## config.mk

```make
export PLATFORM = sky130hd
export DESIGN_NAME = matrix_result_streamer
export DESIGN_NICKNAME = d
export VERILOG_FILES = /design/src/rtl/matrix_result_streamer.sv
export SDC_FILE = /design/constraint.sdc
export NUM_CORES = 1
export LEC_CHECK = 0
export CAP_MARGIN = 20
export CORE_AREA = 2 2 135 137
export DETAILED_ROUTE_END_ITERATION = 7
export DIE_AREA = 0 0 137 139
export MAX_ROUTING_LAYER = met4
export PLACE_DENSITY = 0.8
export SETUP_SLACK_MARGIN = 0.3
export SYNTH_ARGS = -nofsm -noshare
export SYNTH_HDL_FRONTEND = slang
export SYNTH_SLANG_ARGS = --single-unit
export TNS_END_PERCENT = 100
```

## constraint.sdc

```tcl
create_clock -name clk -period 21.5 [get_ports clk]
set_input_delay 3.225 -clock clk [delete_from_list [all_inputs] [get_ports clk]]
set_output_delay 3.225 -clock clk [all_outputs]
set_load 0.01 [all_outputs]
```

## src/rtl/matrix_result_streamer.sv

```systemverilog
// matrix_result_streamer
// Captures the nine result words of the 3x3 multiplier on its done pulse and
// streams them one per beat over valid/ready, in row- or column-major order.
//
// Handshake: a beat transfers on a rising edge where m_valid && m_ready.
// m_valid stays high until that edge. m_data, m_index and m_last are stable
// while m_valid is high and m_ready is low. Every output comes straight from
// a register, so there is no combinational path from m_ready to any output.
// busy mirrors the FSM state (1 = STREAM).
module matrix_result_streamer #(
   parameter int DATA_W = 16,
   parameter int N      = 3
) (
   input  logic                     clk,
   input  logic                     rst_n,
   input  logic                     done_in,
   input  logic [N*N*DATA_W-1:0]    c_flat,
   input  logic                     col_major,
   output logic [DATA_W-1:0]        m_data,
   output logic                     m_valid,
   input  logic                     m_ready,
   output logic                     m_last,
   output logic [3:0]               m_index,
   output logic                     busy,
   output logic                     overrun,
   input  logic                     clear_overrun
);

   localparam int         NN       = N * N;
   localparam logic [3:0] LAST_CNT = 4'(NN - 1);

   typedef enum logic {IDLE, STREAM} state_t;

   state_t            state, state_nxt;
   logic [DATA_W-1:0] shadow     [NN];
   logic [DATA_W-1:0] shadow_nxt [NN];
   logic              order_r, order_nxt;
   logic [3:0]        cnt, cnt_nxt, idx_nxt;
   logic              hs, capture, stray;

   // Beat number -> row-major element index for the selected order.
   function automatic logic [3:0] map_idx(input logic [3:0] c, input logic col);
      int ci;
      ci = int'(c);
      if (col) map_idx = 4'((ci % N) * N + ci / N);
      else     map_idx = c;
   endfunction

   // Next-state logic: capture, beat advance and end-of-stream handling.
   always_comb begin
      hs        = m_valid && m_ready;
      // A new matrix is taken when idle, or exactly as the final beat leaves.
      capture   = done_in && ((state == IDLE) || (hs && cnt == LAST_CNT));
      // Any other done pulse can only arrive mid-stream and is dropped.
      stray     = done_in && !capture;
      state_nxt = state;
      cnt_nxt   = cnt;
      order_nxt = order_r;
      for (int i = 0; i < NN; i++) shadow_nxt[i] = shadow[i];
      if (capture) begin
         state_nxt = STREAM;
         cnt_nxt   = '0;
         order_nxt = col_major;
         for (int i = 0; i < NN; i++) shadow_nxt[i] = c_flat[i*DATA_W +: DATA_W];
      end else if (hs) begin
         if (cnt == LAST_CNT) begin
            state_nxt = IDLE;
            cnt_nxt   = '0;
         end else begin
            cnt_nxt = cnt + 4'd1;
         end
      end
      idx_nxt = map_idx(cnt_nxt, order_nxt);
   end

   // State, shadow storage and registered stream outputs.
   always_ff @(posedge clk or negedge rst_n) begin
      if (!rst_n) begin
         state   <= IDLE;
         cnt     <= '0;
         order_r <= 1'b0;
         for (int i = 0; i < NN; i++) shadow[i] <= '0;
         m_valid <= 1'b0;
         m_data  <= '0;
         m_index <= '0;
         m_last  <= 1'b0;
         busy    <= 1'b0;
         overrun <= 1'b0;
      end else begin
         state   <= state_nxt;
         cnt     <= cnt_nxt;
         order_r <= order_nxt;
         for (int i = 0; i < NN; i++) shadow[i] <= shadow_nxt[i];
         m_valid <= (state_nxt == STREAM);
         busy    <= (state_nxt == STREAM);
         m_index <= (state_nxt == STREAM) ? idx_nxt : 4'd0;
         m_data  <= (state_nxt == STREAM) ? shadow_nxt[idx_nxt] : '0;
         m_last  <= (state_nxt == STREAM) && (cnt_nxt == LAST_CNT);
         // A dropped pulse wins over a clear in the same cycle.
         if (stray)              overrun <= 1'b1;
         else if (clear_overrun) overrun <= 1'b0;
      end
   end

endmodule

```

* After elaboration in Yosys (flattened, before gate mapping)
Index checks and enable logic that the tools add are counted.
Word-level totals: register bits 172, bits in latches 0, memory bits (writable) 0, memory bits (read-only) 0, bits of input ports 150, output and inout port bits 24, logic and storage cells 50, memories 0
Cells by class: $add $sub $neg 2, $mul 1, divide/modulo/power cells 2, order comparisons 1, equality and inequality tests 2, shift operators 0, mux-type cells 16, bitwise operators 2, reductions and logical operators 8
Operators by type and width (count):
- 2-to-1 mux 144 bit | 1
- binary-select mux 16 bit (select 4 bit) | 1
- 2-to-1 mux 16 bit | 3
- divider 5 x 3 -> 32 bit, second input constant | 1
- remainder unit 5 x 3 -> 32 bit, second input constant | 1
- multiplier 32 x 3 -> 4 bit, second input constant | 1
- 2-to-1 mux 4 bit | 5
- == test 4 bit, second input constant | 2
- 2-to-1 mux 1 bit | 6
- >= comparator 5 bit, second input constant | 1
- logical AND 1 bit | 5
- NOT 4 -> 5 bit | 1
- adder 4 x 1 -> 4 bit, second input constant | 1
- adder 4 bit | 1
- nonzero test 2 bit | 1
- logical NOT 1 bit | 1
- logical OR 1 bit | 1
- NOT 1 bit | 1

* Logic depth before layout (Yosys ltp)
depth in word-level cells 14, mapped depth 31, gate-level depth less buffers 28

* Least setup slack after synthesis
Ideal clock, no wire load.
path kind input to register, from input port m_ready, to register m_data[5], setup time 0.135 ns, data arrival time 9.262 ns, required time 21.365 ns, slack 12.103 ns, stages 27, buffers on the path 4, cell sequence buf_6 nand4b_2 a21bo_2 clkbuf_1 buf_2 nand3_1 ha_1 ha_1 a211oi_1 a21boi_0 xnor2_1 ha_1 a211oi_2 nand2_1 mux2_2 ha_1 inv_1 fa_1 fa_1 xor2_1 xnor2_1 or4_1 nand3_1 nor3_1 a211oi_4 buf_8 o32ai_2
Between the ends: cells in the longest elaborated chain, start to end 14, elaborated cells between the ends (all ways) 20, those cells by class add/sub: 1; mul: 1; div: 2; mux: 11; bitwise: 1; reduce/logical: 4
Ends and longest elaborated chain:
- start: declaration | RTL line 21 | input logic m_ready,
- logical AND 1 bit * | RTL line 51 | hs = m_valid && m_ready;
- logical AND 1 bit | RTL line 53 | capture = done_in && ((state == IDLE) || (hs && cnt == LAST_CNT));
- logical OR 1 bit | RTL line 53
- logical AND 1 bit | RTL line 53
- 2-to-1 mux 4 bit | RTL line 60 | if (capture) begin
- remainder unit 5 x 3 -> 32 bit | RTL line 45 | if (col) map_idx = 4'((ci % N) * N + ci / N);
- multiplier 32 x 3 -> 4 bit | RTL line 45
- adder 4 bit | RTL line 45
- 2-to-1 mux 4 bit | RTL line 45
- NOT 4 -> 5 bit (implied by the code) | RTL line 97 | m_data <= (state_nxt == STREAM) ? shadow_nxt[idx_nxt] : '0;
- binary-select mux 16 bit (select 4 bit) | RTL line 97
- 2-to-1 mux 16 bit (implied by the code) (2 in a row) | RTL line 97
- 2-to-1 mux 16 bit * | RTL line 97
- end signal: assignment | RTL line 97
- end: declaration | RTL line 19 | output logic [DATA_W-1:0] m_data,
Mark *: on every way between the ends. The rest lies on a longest branch, timed or not. The select of a mux whose other input is x is not followed. A chain may end at the register's enable or synchronous reset.

* Final worst setup path
from input port m_ready, to register m_data[15]
The elaborated chain is that of the path after synthesis.

==> results.json <==
{
  "path_clk_slew_ns": 0.06,
  "overflow": 0,
  "cts_num_sinks": 172,
  "post_cts_resized": 0,
  "synth_top_family_by_area": "simple AND/OR/NAND/NOR gates",
  "ys_seq_area_share_pct": 50.1,
  "synth_largest_area_cell": "dfrtp_1",
  "cp-start-kind": "input port",
  "relSlewSlack_pct": 31.9,
  "hold_viol_final": 0,
  "max_stage_delay_ns": 0.75,
  "antenna_found_initial": 0,
  "portBuffers": 173,
  "post-route-util_pct": 62.6,
  "insertion_delay_ns": 0.43,
  "worst_pin_slew_ns": 1.02,
  "ios": 174,
  "cp.arrival_ns": 11.34,
  "syn_to_final_growth_pct": 28.6,
  "drv_cap": 0,
  "synth_area_mm2": 0.00859,
  "die_x_um": 137,
  "outcome": "finished clean",
  "grt_max_degree": 113,
  "die-area_mm2": 0.0190,
  "routedWlPerCell_um": 17.4,
  "ant_nets": 0,
  "multi_input_area_mm2": 0.00391,
  "ys_top_cells_by_area": "dfrtp_1 (50%), nand2_1 (17%), mux2_2 (11%)",
  "start_util_pct": 48.6,
  "finalSetupViolCount": 0,
  "cts_tree": "yes",
  "core_area_mm2": 0.0177,
  "synth-xor-area-share_pct": 0.306,
  "drt_wl_total_um": 22200,
  "route.detailed.drc": 0,
  "cp_top_family": "compound AO/OA/AOI/OAI gates",
  "dp_worst_setup_slack_ns": 10.02,
  "period_share_pct": 51.6,
  "ys.flop_type": "dfrtp_1",
  "die_height_um": 139,
  "cpMaxStageDelayCell": "buf_4",
  "first_pass_iters": 5,
  "crit_path_end_kind": "flop",
  "htreeDepth": 4,
  "synthSimpleGateAreaFrac_pct": 19.6,
  "crit_fanout": 92,
  "routed_via_density": 5.20,
  "layout_setup_ws_ns": 10.42,
  "hold_ws_ns": 0.465,
  "vias": 6640,
  "track_usage_pct": 25.1,
  "dp_hpwl_um": 15700,
  "numCtsBuffers": 17,
  "syn-instance-count": 884,
  "synth-edff-count": 0,
  "ctsHoldBuffers": 0,
  "synthAdderAreaFrac_pct": 2.80,
  "post-cts-setup-buffer-count": 0,
  "cp_data_required_time_ns": 21.76,
  "rsz0062_at_grt": "false",
  "postSynthAreaPerCell_um2": 9.72,
  "grt_pass1_wl_um": 35600,
  "ys_types": 54,
  "root_buffer": "clkbuf_16",
  "yosysTopAreaCellShare_pct": 50.1,
  "final_nets": 1204,
  "syn-num-nets": 1052,
  "fmax_ghz": 0.0902,
  "muxShareOfSynthArea_pct": 16.8,
  "ff_latch_area_mm2": 0.00430,
  "worst_path_most_repeated_cell": "ha_1",
  "finalCriticalPeriod_ns": 11.08,
  "clock-skew-final_ns": 0.00673,
  "critPathKind": "input port to flop",
  "critPathBufInv": 3,
  "drtIter0Drc": 554,
  "synth_common_cells": "nand2_1 (389), dfrtp_1 (172), mux2_2 (81)",
  "synth_compound_area_share_pct": 5.59,
  "synth-seq-cells": 172,
  "yosys_warnings": 0,
  "clk_path_buf_depth": 2,
  "rows": 49,
  "antenna_cells": 0,
  "final-max-slew-violation-count": 0,
  "async_reset_ff_share_pct": 100,
  "synth.most_common_cell": "nand2_1",
  "tns_ns": 0,
  "path_cells": "clkdlybuf4s50_1, nand4b_2, a21bo_4, buf_4, nand3_1, ha_1, ha_1, a211oi_1, a21boi_0, xnor2_1, ha_1, a211oi_2, nand2_1, mux2_2, ha_1, inv_1, fa_1, fa_1, o22a_4, mux2_2, mux2i_1, mux2_2, o32ai_1",
  "grt_pass1_vias": 6773,
  "fillCellCount": 1455,
  "drive_above_1_share_pct": 14.0,
  "min-delay-path-class": "flop to flop",
  "place.gp.congestion": 0.880
}
[flip-flops by register name, indices dropped and copies added (netlist names)]
name,flops
m_last,1
order_r,1
m_index,4
cnt,4
overrun,1
shadow,144
state,1
m_data,16
[final timing paths]
check	depth (start not counted)	end	start	slack (ns)
worst max-delay path	23	m_data[15]$_DFF_PN0_	m_ready	10.42
min in group asynchronous	1	m_index[0]$_DFF_PN0_	rst_n	2.59
max in group asynchronous	3	shadow[23]$_DFF_PN0_	rst_n	17.41
worst min register to register	2	shadow[115]$_DFF_PN0_	shadow[115]$_DFF_PN0_	0.46
worst max register to register	24	m_data[15]$_DFF_PN0_	cnt[0]$_DFF_PN0_	13.15
worst min-delay path	2	shadow[115]$_DFF_PN0_	shadow[115]$_DFF_PN0_	0.46
[worst register-to-register path: stages, from the launching register on]
cell	delay, ns
dfrtp_1	0.46
inv_1	0.09
ha_1	0.24
nand4b_2	0.17
a21bo_4	0.14
buf_4	0.75
nand3_1	0.33
ha_1	0.33
ha_1	0.21
a211oi_1	0.61
a21boi_0	0.51
xnor2_1	0.16
ha_1	0.24
a211oi_2	0.17
nand2_1	0.11
mux2_2	0.31
ha_1	0.30
inv_1	0.07
fa_1	0.44
fa_1	0.58
o22a_4	0.74
mux2_2	0.47
mux2i_1	0.43
mux2_2	0.26
o32ai_1	0.07
[metrics by stage]
step | area (um^2) | cells
floorplan | 8590 | 884
global placement | 10400 | 1245
detailed placement | 10400 | 1245
CTS | 11000 | 1275
global route | 11000 | 1276
finish | 11000 | 1276
[cells in the final DEF, fill, tap and decap left out, types with 3 or more instances in the layout]
master,count
nand2_1,389
dfrtp_1,172
clkdlybuf4s50_1,172
mux2_2,81
mux2i_1,51
inv_1,37
clkbuf_16,17
ha_1,16
o32ai_2,10
nand3_1,8
nor2_1,7
o32ai_1,7
buf_4,7
a21oi_1,6
o21ai_0,5
nor3_1,3
bufinv_16,3
clkinv_2,3
[layer usage]
metal,track usage [%],part of all wire (%)
met4,8.84,2.5
met5,-,0
met2,36.4,46
met3,6.69,7.9
met1,34.1,44
[final cells by class]
type / count / area share, %
inverters: 38 / 1.29
repair buffers: 181 / 16.4
flip-flops and latches: 172 / 39.0
clock inverters: 10 / 1.26
well taps: 229 / 2.59
multi-input cells: 626 / 35.4
clock buffers: 20 / 4.13
[logic make-up (layout without fill, tap and decap cells)]
group | count (synthesis) | in the layout
xor gates and xnor gates | 3 | 3
adders and majority gates | 18 | 18
DFF | 172 | 172
AOI/OAI and AO/OA | 48 | 48
muxes | 133 | 133
and+or+nand+nor | 424 | 424
buffers and inverters | 86 | 249
Power is not shown: default switching activity piles up to over one toggle a cycle in this logic, so the estimate is an artifact.
